`src/rtl/traffic_pkg.sv`:
```
// Shared phase encodings, default dwell times and the per-phase dwell limit lookup.
package traffic_pkg;

    localparam logic [1:0] PH_RED  = 2'd0;
    localparam logic [1:0] PH_YEL1 = 2'd1;
    localparam logic [1:0] PH_GRN  = 2'd2;
    localparam logic [1:0] PH_YEL2 = 2'd3;

    localparam int unsigned RED_TICKS_DEF    = 10;
    localparam int unsigned GREEN_TICKS_DEF  = 10;
    localparam int unsigned YELLOW_TICKS_DEF = 2;
    localparam int unsigned MAX_EXT_DEF      = 4;
    localparam int unsigned CAR_THRESH_DEF   = 10;

    localparam int unsigned DWELL_W = 32;

    // Dwell length in ticks for a given phase; both yellows share one limit.
    function automatic logic [DWELL_W-1:0] phase_limit(
        input logic [1:0]         ph,
        input logic [DWELL_W-1:0] red_ticks,
        input logic [DWELL_W-1:0] grn_ticks,
        input logic [DWELL_W-1:0] yel_ticks
    );
        logic [DWELL_W-1:0] lim;
        case (ph)
            PH_RED:  lim = red_ticks;
            PH_GRN:  lim = grn_ticks;
            default: lim = yel_ticks;
        endcase
        return lim;
    endfunction

endpackage

```
`src/rtl/tl_dwell_timer.sv`:
```
// Tick counter for one phase dwell: counts 0..limit-1 and flags the final tick.
module tl_dwell_timer
    import traffic_pkg::*;
#(
    parameter int unsigned W = DWELL_W
) (
    input  logic         i_clk,
    input  logic         i_rst_n,
    input  logic         i_load,
    input  logic         i_tick,
    input  logic [W-1:0] i_limit,
    output logic         o_done
);

    logic [W-1:0] r_dwell;
    logic [W-1:0] w_dwell_d;

    // Final tick of the dwell: the caller performs the end-of-phase action on this edge.
    assign o_done = i_tick && (r_dwell == i_limit - W'(1));

    // Next dwell: load restarts the count, otherwise advance or wrap on each tick.
    always_comb begin
        w_dwell_d = r_dwell;
        if (i_load) begin
            w_dwell_d = '0;
        end else if (i_tick) begin
            w_dwell_d = o_done ? '0 : r_dwell + W'(1);
        end
    end

    // Dwell state register.
    always_ff @(posedge i_clk or negedge i_rst_n) begin
        if (!i_rst_n) begin
            r_dwell <= '0;
        end else begin
            r_dwell <= w_dwell_d;
        end
    end

endmodule

```
`src/rtl/traffic_phase_ctrl.sv`:
```
// Four-phase traffic sequencer: RED -> YEL1 -> GRN -> YEL2, tick-timed dwells,
// GREEN extension under heavy traffic and a yellow-phase stop-line latch.
module traffic_phase_ctrl
    import traffic_pkg::*;
#(
    parameter int unsigned RED_TICKS    = RED_TICKS_DEF,
    parameter int unsigned GREEN_TICKS  = GREEN_TICKS_DEF,
    parameter int unsigned YELLOW_TICKS = YELLOW_TICKS_DEF,
    parameter int unsigned MAX_EXT      = MAX_EXT_DEF,
    parameter int unsigned CAR_THRESH   = CAR_THRESH_DEF
) (
    input  logic        i_clk,
    input  logic        i_rst_n,
    input  logic        i_tick,
    input  logic        i_enable,
    input  logic [31:0] i_car_num_in,
    input  logic        i_line_sen_in,
    output logic [31:0] o_counter,
    output logic [31:0] o_car_num,
    output logic        o_line_sen,
    output logic [1:0]  o_phase,
    output logic        o_phase_start,
    output logic [2:0]  o_ext_cnt
);

    logic [31:0] r_counter;
    logic [31:0] r_car_num;
    logic        r_line_sen;
    logic        r_phase_start;
    logic [2:0]  r_ext_cnt;

    logic [31:0] w_counter_d;
    logic [31:0] w_car_num_d;
    logic        w_line_sen_d;
    logic        w_phase_start_d;
    logic [2:0]  w_ext_cnt_d;

    logic [1:0]         w_phase;
    logic [DWELL_W-1:0] w_limit;
    logic               w_tick_en;
    logic               w_done;
    logic               w_ext_ok;
    logic               w_yellow;

    // Phase is the low two bits of the counter, so wrap at 2^32-1 stays consistent.
    assign w_phase   = r_counter[1:0];
    assign w_yellow  = (w_phase == PH_YEL1) || (w_phase == PH_YEL2);
    assign w_tick_en = i_enable && i_tick;
    assign w_limit   = phase_limit(w_phase, DWELL_W'(RED_TICKS), DWELL_W'(GREEN_TICKS),
                                   DWELL_W'(YELLOW_TICKS));

    // Uses the registered car count so the decision sees a clean one-cycle-old sample.
    assign w_ext_ok = ({29'd0, r_ext_cnt} < 32'(MAX_EXT)) && (r_car_num > 32'(CAR_THRESH));

    // The dwell only restarts through its own wrap, so load is never needed here.
    tl_dwell_timer #(
        .W (DWELL_W)
    ) u_dwell (
        .i_clk   (i_clk),
        .i_rst_n (i_rst_n),
        .i_load  (1'b0),
        .i_tick  (w_tick_en),
        .i_limit (w_limit),
        .o_done  (w_done)
    );

    // Next-state: phase advance / GREEN extension, car sample and sensor latch.
    always_comb begin
        w_counter_d     = r_counter;
        w_ext_cnt_d     = r_ext_cnt;
        w_car_num_d     = r_car_num;
        w_line_sen_d    = r_line_sen;
        w_phase_start_d = 1'b0;
        if (i_enable) begin
            w_car_num_d = i_car_num_in;
            if (w_done) begin
                w_phase_start_d = 1'b1;
                if ((w_phase == PH_GRN) && w_ext_ok) begin
                    w_ext_cnt_d = r_ext_cnt + 3'd1;
                end else begin
                    w_counter_d = r_counter + 32'd1;
                    w_ext_cnt_d = 3'd0;
                end
            end
            // Clearing on the exit edge wins over a coincident sensor hit.
            if (!w_yellow || w_done) begin
                w_line_sen_d = 1'b0;
            end else if (i_line_sen_in) begin
                w_line_sen_d = 1'b1;
            end
        end
    end

    // Controller state registers; reset lands in RED with no extension history.
    always_ff @(posedge i_clk or negedge i_rst_n) begin
        if (!i_rst_n) begin
            r_counter     <= '0;
            r_ext_cnt     <= '0;
            r_car_num     <= '0;
            r_line_sen    <= 1'b0;
            r_phase_start <= 1'b0;
        end else begin
            r_counter     <= w_counter_d;
            r_ext_cnt     <= w_ext_cnt_d;
            r_car_num     <= w_car_num_d;
            r_line_sen    <= w_line_sen_d;
            r_phase_start <= w_phase_start_d;
        end
    end

    assign o_counter     = r_counter;
    assign o_car_num     = r_car_num;
    assign o_line_sen    = r_line_sen;
    assign o_phase       = w_phase;
    assign o_ext_cnt     = r_ext_cnt;
    // A pulse that lands in a disabled cycle is suppressed rather than held.
    assign o_phase_start = r_phase_start && i_enable;

endmodule

```
`config.mk`:
```
export PLATFORM = sky130hd
export DESIGN_NAME = traffic_phase_ctrl
export DESIGN_NICKNAME = d
export VERILOG_FILES = /design/src/rtl/traffic_pkg.sv /design/src/rtl/tl_dwell_timer.sv /design/src/rtl/traffic_phase_ctrl.sv
export SDC_FILE = /design/constraint.sdc
export NUM_CORES = 1
export LEC_CHECK = 0
export CAP_MARGIN = 20
export CELL_PAD_IN_SITES_DETAIL_PLACEMENT = 1
export CELL_PAD_IN_SITES_GLOBAL_PLACEMENT = 2
export CORE_ASPECT_RATIO = 1.4
export CORE_MARGIN = 2
export CORE_UTILIZATION = 29
export CTS_CLUSTER_SIZE = 10
export DETAILED_ROUTE_END_ITERATION = 8
export PLACE_DENSITY = 0.77
export SLEW_MARGIN = 20
export SYNTH_ARGS = -nofsm -noshare
export SYNTH_HDL_FRONTEND = slang
export SYNTH_SLANG_ARGS = --single-unit
export TNS_END_PERCENT = 1
```
`constraint.sdc`:
```
create_clock -name i_clk -period 2.1 [get_ports i_clk]
set_clock_uncertainty 0.2 [all_clocks]
set_input_delay 0.315 -clock i_clk [delete_from_list [all_inputs] [get_ports i_clk]]
set_output_delay 0.315 -clock i_clk [all_outputs]
set_load 0.005 [all_outputs]
```
==> flow_metrics.env, run 1 <==
export IMPL_area_growth_pct=54.0
export IMPL_hold_violations=0
export IMPL_power_density_mw_per_mm2=613
export IMPL_worst_ir_drop_vdd_mv=0.336
export IMPL_antenna_found_initial=0
export IMPL_grt_pass1_vias=4448
export IMPL_status="finished, violations left"
export IMPL_instances_no_fill=819
export IMPL_worstSetupPathType="in2reg"
export IMPL_synth_common_cells="101 x dfrtp_1, 46 x xnor2_1, 32 x mux2_2"
export IMPL_wl_per_cell_um=17.0
export IMPL_synthTopCellsByArea="dfrtp_1 54%, xnor2_1 8.5%, mux2_2 7.6%, nand4_1 3.8%, nand3_1 3.2%"
export IMPL_design_area_mm2=0.00726
export IMPL_hpwl_mm=10.4
export IMPL_ff2ff_setup_slack_ns=-0.13
export IMPL_ios=108
export IMPL_synthCells=410
export IMPL_path_clk_slew_ns=0.08
export IMPL_netlist_top_cell_by_area="dfrtp_1"
export IMPL_syn_avg_cell_area_um2=11.5
export IMPL_synth_nets=454
export IMPL_drv_cap=0
export IMPL_yosys_warnings=0
export IMPL_clock_latency_ns=0.35
export IMPL_setup_worst_path_end_class="flip-flop"
export IMPL_fill_cells=1761
export IMPL_vias=3987
export IMPL_r2r_end="o_counter[17]"
export IMPL_rr_startpoint="u_dwell.r_dwell[17]"
export IMPL_drc=0
export IMPL_fp_row_count=55
export IMPL_worstSetupStartpoint="i_tick"
export IMPL_dp_cells=800
export IMPL_nets=659
export IMPL_synth_edf_count=0
export IMPL_setup_viol=35
export IMPL_dp_slack_ns=-0.598
export IMPL_async_flop_share=1.00
export IMPL_numCtsBuffers=9
export IMPL_yosysMostFrequentCell="dfrtp_1"
export IMPL_die_w_um=112
export IMPL_die_y_um=155
export IMPL_drtIter0Drc=108
export IMPL_yosysSeqAreaShare=0.536
export IMPL_rr_worst_depth=8
export IMPL_clock_sinks=101
export IMPL_gp_congestion=0.785
export IMPL_worst_slew_pin_slew_ns=0.492
export IMPL_violations="setup timing"
export IMPL_grt_max_degree=36
export IMPL_drt_first_pass_iters=5
export IMPL_io_buffers=107
export IMPL_hold_path_class="reg2reg"
export IMPL_antennaDiodeCount=0
export IMPL_min_period_ns=2.26
export IMPL_ys_flop_type="dfrtp_1"
export IMPL_ant_nets=0
export IMPL_ys_ff_latch=101
export IMPL_required_ns=2.12
export IMPL_dieArea_mm2=0.0173
export IMPL_dpl_cell_area_mm2=0.00679
export IMPL_fin_hold_ws_ns=0.275
export IMPL_slew_headroom=0.672
export IMPL_rsz0062_at_grt="true"
export IMPL_routed_wl_mm=13.9
export IMPL_cp_endpoint="o_counter[17]"
export IMPL_setup_slack_ns=-0.157
export IMPL_max_clock_freq_mhz=443
export IMPL_critPathLaunchType="input pin"
export IMPL_totalNegativeSetupSlack_ns=-2.61
export IMPL_clockRootBuffer="clkbuf_16"
export IMPL_grtUsageMet2=0.318
export IMPL_tritoncts="built"
export IMPL_htreeDepth=3
export IMPL_leakage_nw=3.12
export IMPL_core_area_mm2=0.0160
export IMPL_crit_path_max_fanout=4
export IMPL_clockBufferDepth=2
export IMPL_grt_overflow_total=0
export IMPL_busiest_layer="met2"
export IMPL_viasPerCell=4.87
export IMPL_synth_area_mm2=0.00471
export IMPL_grt_use_met3=0.0274
export IMPL_track_usage=0.167
export IMPL_synth_top_area_frac=0.536
export IMPL_critPathArrivalTime_ns=2.28
export IMPL_grtUsageMet1=0.183
export IMPL_grt_pass1_wl_mm=23.1
export IMPL_initial_utilization=0.294
export IMPL_maxSlewViolCount=0
export IMPL_drive_above_1_share=0.290
export IMPL_yosys_cell_types_count=38
export IMPL_final_period_utilization=1.07
-- through the flow --
step	util	power (W)
6_report	0.453	0.00445
2_1_floorplan	-	0.00236
4_1_cts	0.449	0.00449
3_5_place_dp	0.424	0.00279
5_1_grt	0.453	0.00465
3_3_place_gp	0.424	0.00277
-- flip-flops by register name, summed over array words and instances (netlist names) --
signal,count
r_phase_start,1
o_car_num,32
o_counter,32
o_line_sen,1
u_dwell.r_dwell,32
o_ext_cnt,3
-- layout make-up --
cell class / count / area (um^2) / area share
clock buffers: 10 / 229 / 0.0315
clock inverters: 6 / 63.8 / 0.00879
inverters: 12 / 45.0 / 0.00620
multi-input cells: 282 / 2220 / 0.306
flip-flops and latches: 101 / 2530 / 0.348
well taps: 199 / 249 / 0.0343
repair buffers: 209 / 1930 / 0.266
-- power breakdown --
part	total [W]	switching [W]	internal [W]	leakage (nW)
registers	0.00214	0.0000912	0.00205	1.32
logic	0.000624	0.000242	0.000382	1.66
clock network	0.00168	0.000760	0.000924	0.138
-- layer usage --
layer | part of all wire | routed length, um | vias to the layer above
met5 | 0 | 0 | -
met4 | 0.024 | 337 | 0
met3 | 0.027 | 379 | 22
met2 | 0.57 | 7910 | 69
met1 | 0.38 | 5260 | 2039
li1 | - | - | 1857
-- worst min-delay path by stage --
stage                   from       endpoint  slack, ns  depth (start not counted)
5_1_grt        o_counter[31]  o_counter[31]       0.30                          1
4_1_cts        o_counter[31]  o_counter[31]       0.28                          1
2_1_floorplan        i_rst_n   o_car_num[0]      -0.18                          0
6_report       o_counter[31]  o_counter[31]       0.27                          1
3_5_place_dp         i_rst_n  o_car_num[26]       0.11                          1
3_3_place_gp         i_rst_n   o_counter[4]       0.11                          1
-- layout by cell type (no fill, tap or decap), types with 12 or more instances in the layout --
master	n
buf_4	91
clkdlybuf4s50_1	105
dfrtp_1	101
inv_1	12
mux2_2	32
nand2_1	27
nand3_1	27
nand4_1	29
nor2_1	21
xnor2_1	45
xor2_1	16
-- worst max-delay path: stages --
cell             delay, ns
clkdlybuf4s50_1       0.49
nor4bb_2              0.37
nand2_1               0.13
buf_4                 0.15
nor4_4                0.35
buf_2                 0.24
nand3_1               0.11
xnor2_1               0.14
-- logic make-up (layout without fill, tap and decap cells) --
kind of cell	after synthesis	count (layout)	share of synthesized area
compound gates	10	10	0.0130
xor+xnor	62	62	0.115
fa+ha+maj	7	7	0.0186
buf+inv	27	237	0.0279
flops	101	101	0.536
mux	33	33	0.0788
simple gates	170	170	0.210
-- what timing repair did --
| action | CTS | global route |
|---|---|---|
| gates resized for setup | 15 | 14 |
| endpoints found under the setup margin | 37 | 51 |
| hold buffers | 1 | 0 |
| setup buffers | 1 | 0 |
| pin swaps | 13 | 17 |
| gates cloned | 1 | 0 |
| hold endpoints to repair | 33 | 0 |
Power figures use the tool's default switching activity.
==> run 2, diff against run 1 <==
Settings changed: CAP_MARGIN 20 to not set, REMOVE_ABC_BUFFERS set to 1.
==> run 2 against run 1 <==
  * The flow still finishes with violations (setup timing)
  * Total power increased by 2.3%
  * Sequential share of layout area decreased by 0.53 points
  * Count of clock-buffer cells in the layout decreased by 1
  * Final cell count increased by 1.5%
  * Die area unchanged
  * Wire length increased by 2.0%
  * First-iteration DRC count increased by 54%
  * Largest power group unchanged
==> flow_metrics.env, run 2 (synthesized netlist as in run 1, its figures left out) <==
export IMPL_status="finished, violations left"
export IMPL_violations="setup timing"
export IMPL_ios=108
export IMPL_totalNegativeSetupSlack_ns=-0.529
export IMPL_ant_nets=0
export IMPL_critPathLaunchType="flip-flop"
export IMPL_fp_row_count=55
export IMPL_nets=671
export IMPL_die_w_um=112
export IMPL_gp_congestion=0.808
export IMPL_maxSlewViolCount=0
export IMPL_drt_first_pass_iters=4
export IMPL_htreeDepth=3
export IMPL_track_usage=0.171
export IMPL_area_growth_pct=56.4
export IMPL_clockBufferDepth=2
export IMPL_required_ns=2.18
export IMPL_grt_pass1_wl_mm=23.3
export IMPL_antenna_found_initial=0
export IMPL_ff2ff_setup_slack_ns=-0.06
export IMPL_antennaDiodeCount=0
export IMPL_grt_max_degree=38
export IMPL_max_clock_freq_mhz=463
export IMPL_rr_startpoint="u_dwell.r_dwell[1]"
export IMPL_final_period_utilization=1.03
export IMPL_worstSetupPathType="reg2reg"
export IMPL_drtIter0Drc=166
export IMPL_drc=0
export IMPL_clockRootBuffer="clkbuf_16"
export IMPL_power_density_mw_per_mm2=618
export IMPL_routed_wl_mm=14.2
export IMPL_final_common_cell="buf_4"
export IMPL_setup_slack_ns=-0.0590
export IMPL_final_cell_mix="106 x buf_4, 105 x clkdlybuf4s50_1, 101 x dfrtp_1, 46 x xnor2_1, 32 x mux2_2"
export IMPL_viasPerCell=4.82
export IMPL_rsz0062_at_grt="true"
export IMPL_setup_worst_path_end_class="flip-flop"
export IMPL_wl_per_cell_um=17.0
export IMPL_clock_latency_ns=0.36
export IMPL_vias=4002
export IMPL_crit_path_max_fanout=3
export IMPL_setup_viol=22
export IMPL_post_route_util=0.460
export IMPL_min_period_ns=2.16
export IMPL_initial_utilization=0.294
export IMPL_rr_worst_depth=7
export IMPL_dp_cells=814
export IMPL_drv_cap=0
export IMPL_core_area_mm2=0.0160
export IMPL_hold_violations=0
export IMPL_grt_overflow_total=0
export IMPL_dp_slack_ns=-0.635
export IMPL_path_clk_slew_ns=0.08
export IMPL_slew_headroom=0.675
export IMPL_numCtsBuffers=9
export IMPL_worst_ir_drop_vdd_mv=0.418
export IMPL_clock_sinks=101
export IMPL_io_buffers=107
export IMPL_die_y_um=155
export IMPL_cts_setup_buffers=0
export IMPL_grt_pass1_vias=4541
export IMPL_hpwl_mm=10.7
export IMPL_hold_path_class="in2async"
export IMPL_leakage_nw=3.16
export IMPL_instances_no_fill=831
export IMPL_dieArea_mm2=0.0173
export IMPL_drive_above_1_share=0.318
export IMPL_critPathArrivalTime_ns=2.24
export IMPL_worst_slew_pin_slew_ns=0.488
export IMPL_r2r_end="o_counter[25]"
export IMPL_tritoncts="built"
## run 2: worst max-delay path by stage
stage / depth (start not counted) / start / endpoint / slack, ns
final: 7 / u_dwell.r_dwell[1] / o_counter[25] / -0.06
after global routing: 7 / u_dwell.r_dwell[1] / o_counter[23] / -0.20
after CTS: 7 / u_dwell.r_dwell[1] / o_counter[25] / -0.12
after detailed placement: 6 / i_tick / o_counter[25] / -0.63
after global placement: 6 / i_tick / o_counter[25] / -0.57
after floorplan: 5 / o_car_num[14] / o_counter[1] / -1.59
## run 2: area by class of cell
type / count / area [um^2]
Clock buffer: 9 / 225
Clock inverter: 7 / 76.3
Fill cell: 1729 / 8660
Inverter: 12 / 45.0
Multi-Input combinational cell: 282 / 2260
Sequential cell: 101 / 2530
Tap cell: 199 / 249
Timing Repair Buffer: 221 / 1990
## run 2: report_power, final
group | total (W) | switching (W) | internal, W
registers | 0.00215 | 0.0000990 | 0.00205
logic | 0.000686 | 0.000268 | 0.000418
clock network | 0.00172 | 0.000867 | 0.000852
## run 2: through the flow
| stage | hold WS [ns] | instance area, um^2 | total power [W] |
|---|---|---|---|
| after floorplan | -0.181 | 4630 | 0.00235 |
| after global placement | 0.0914 | 6860 | 0.00280 |
| after detailed placement | 0.102 | 6860 | 0.00283 |
| after CTS | 0.278 | 7270 | 0.00460 |
| after global routing | 0.305 | 7370 | 0.00477 |
| final | 0.263 | 7370 | 0.00455 |
## run 2: repair_timing
action / 4_1_cts / 5_1_grt
gates resized for setup: 20 / 20
hold endpoints to repair: 32 / 0
pin swaps: 22 / 13
setup endpoints to repair: 40 / 48
hold buffers: 1 / 0
## run 2: worst max-delay path, stage by stage (launching register included)
cell and delay [ns]:
dfrtp_1 0.40, inv_2 0.07, ha_4 0.13, nor4b_4 0.17
nand4_1 0.16, or4_4 0.56, nor4b_4 0.24, xor2_1 0.16
## run 2: metal layers
| metal | up-vias | track usage | part of all wire |
|---|---|---|---|
| met2 | 75 | 0.327 | 0.57 |
| met3 | 23 | 0.0329 | 0.028 |
| met1 | 2014 | 0.183 | 0.37 |
| met4 | 0 | 0.0658 | 0.027 |
| met5 | - | 0 | 0 |
| li1 | 1890 | - | - |
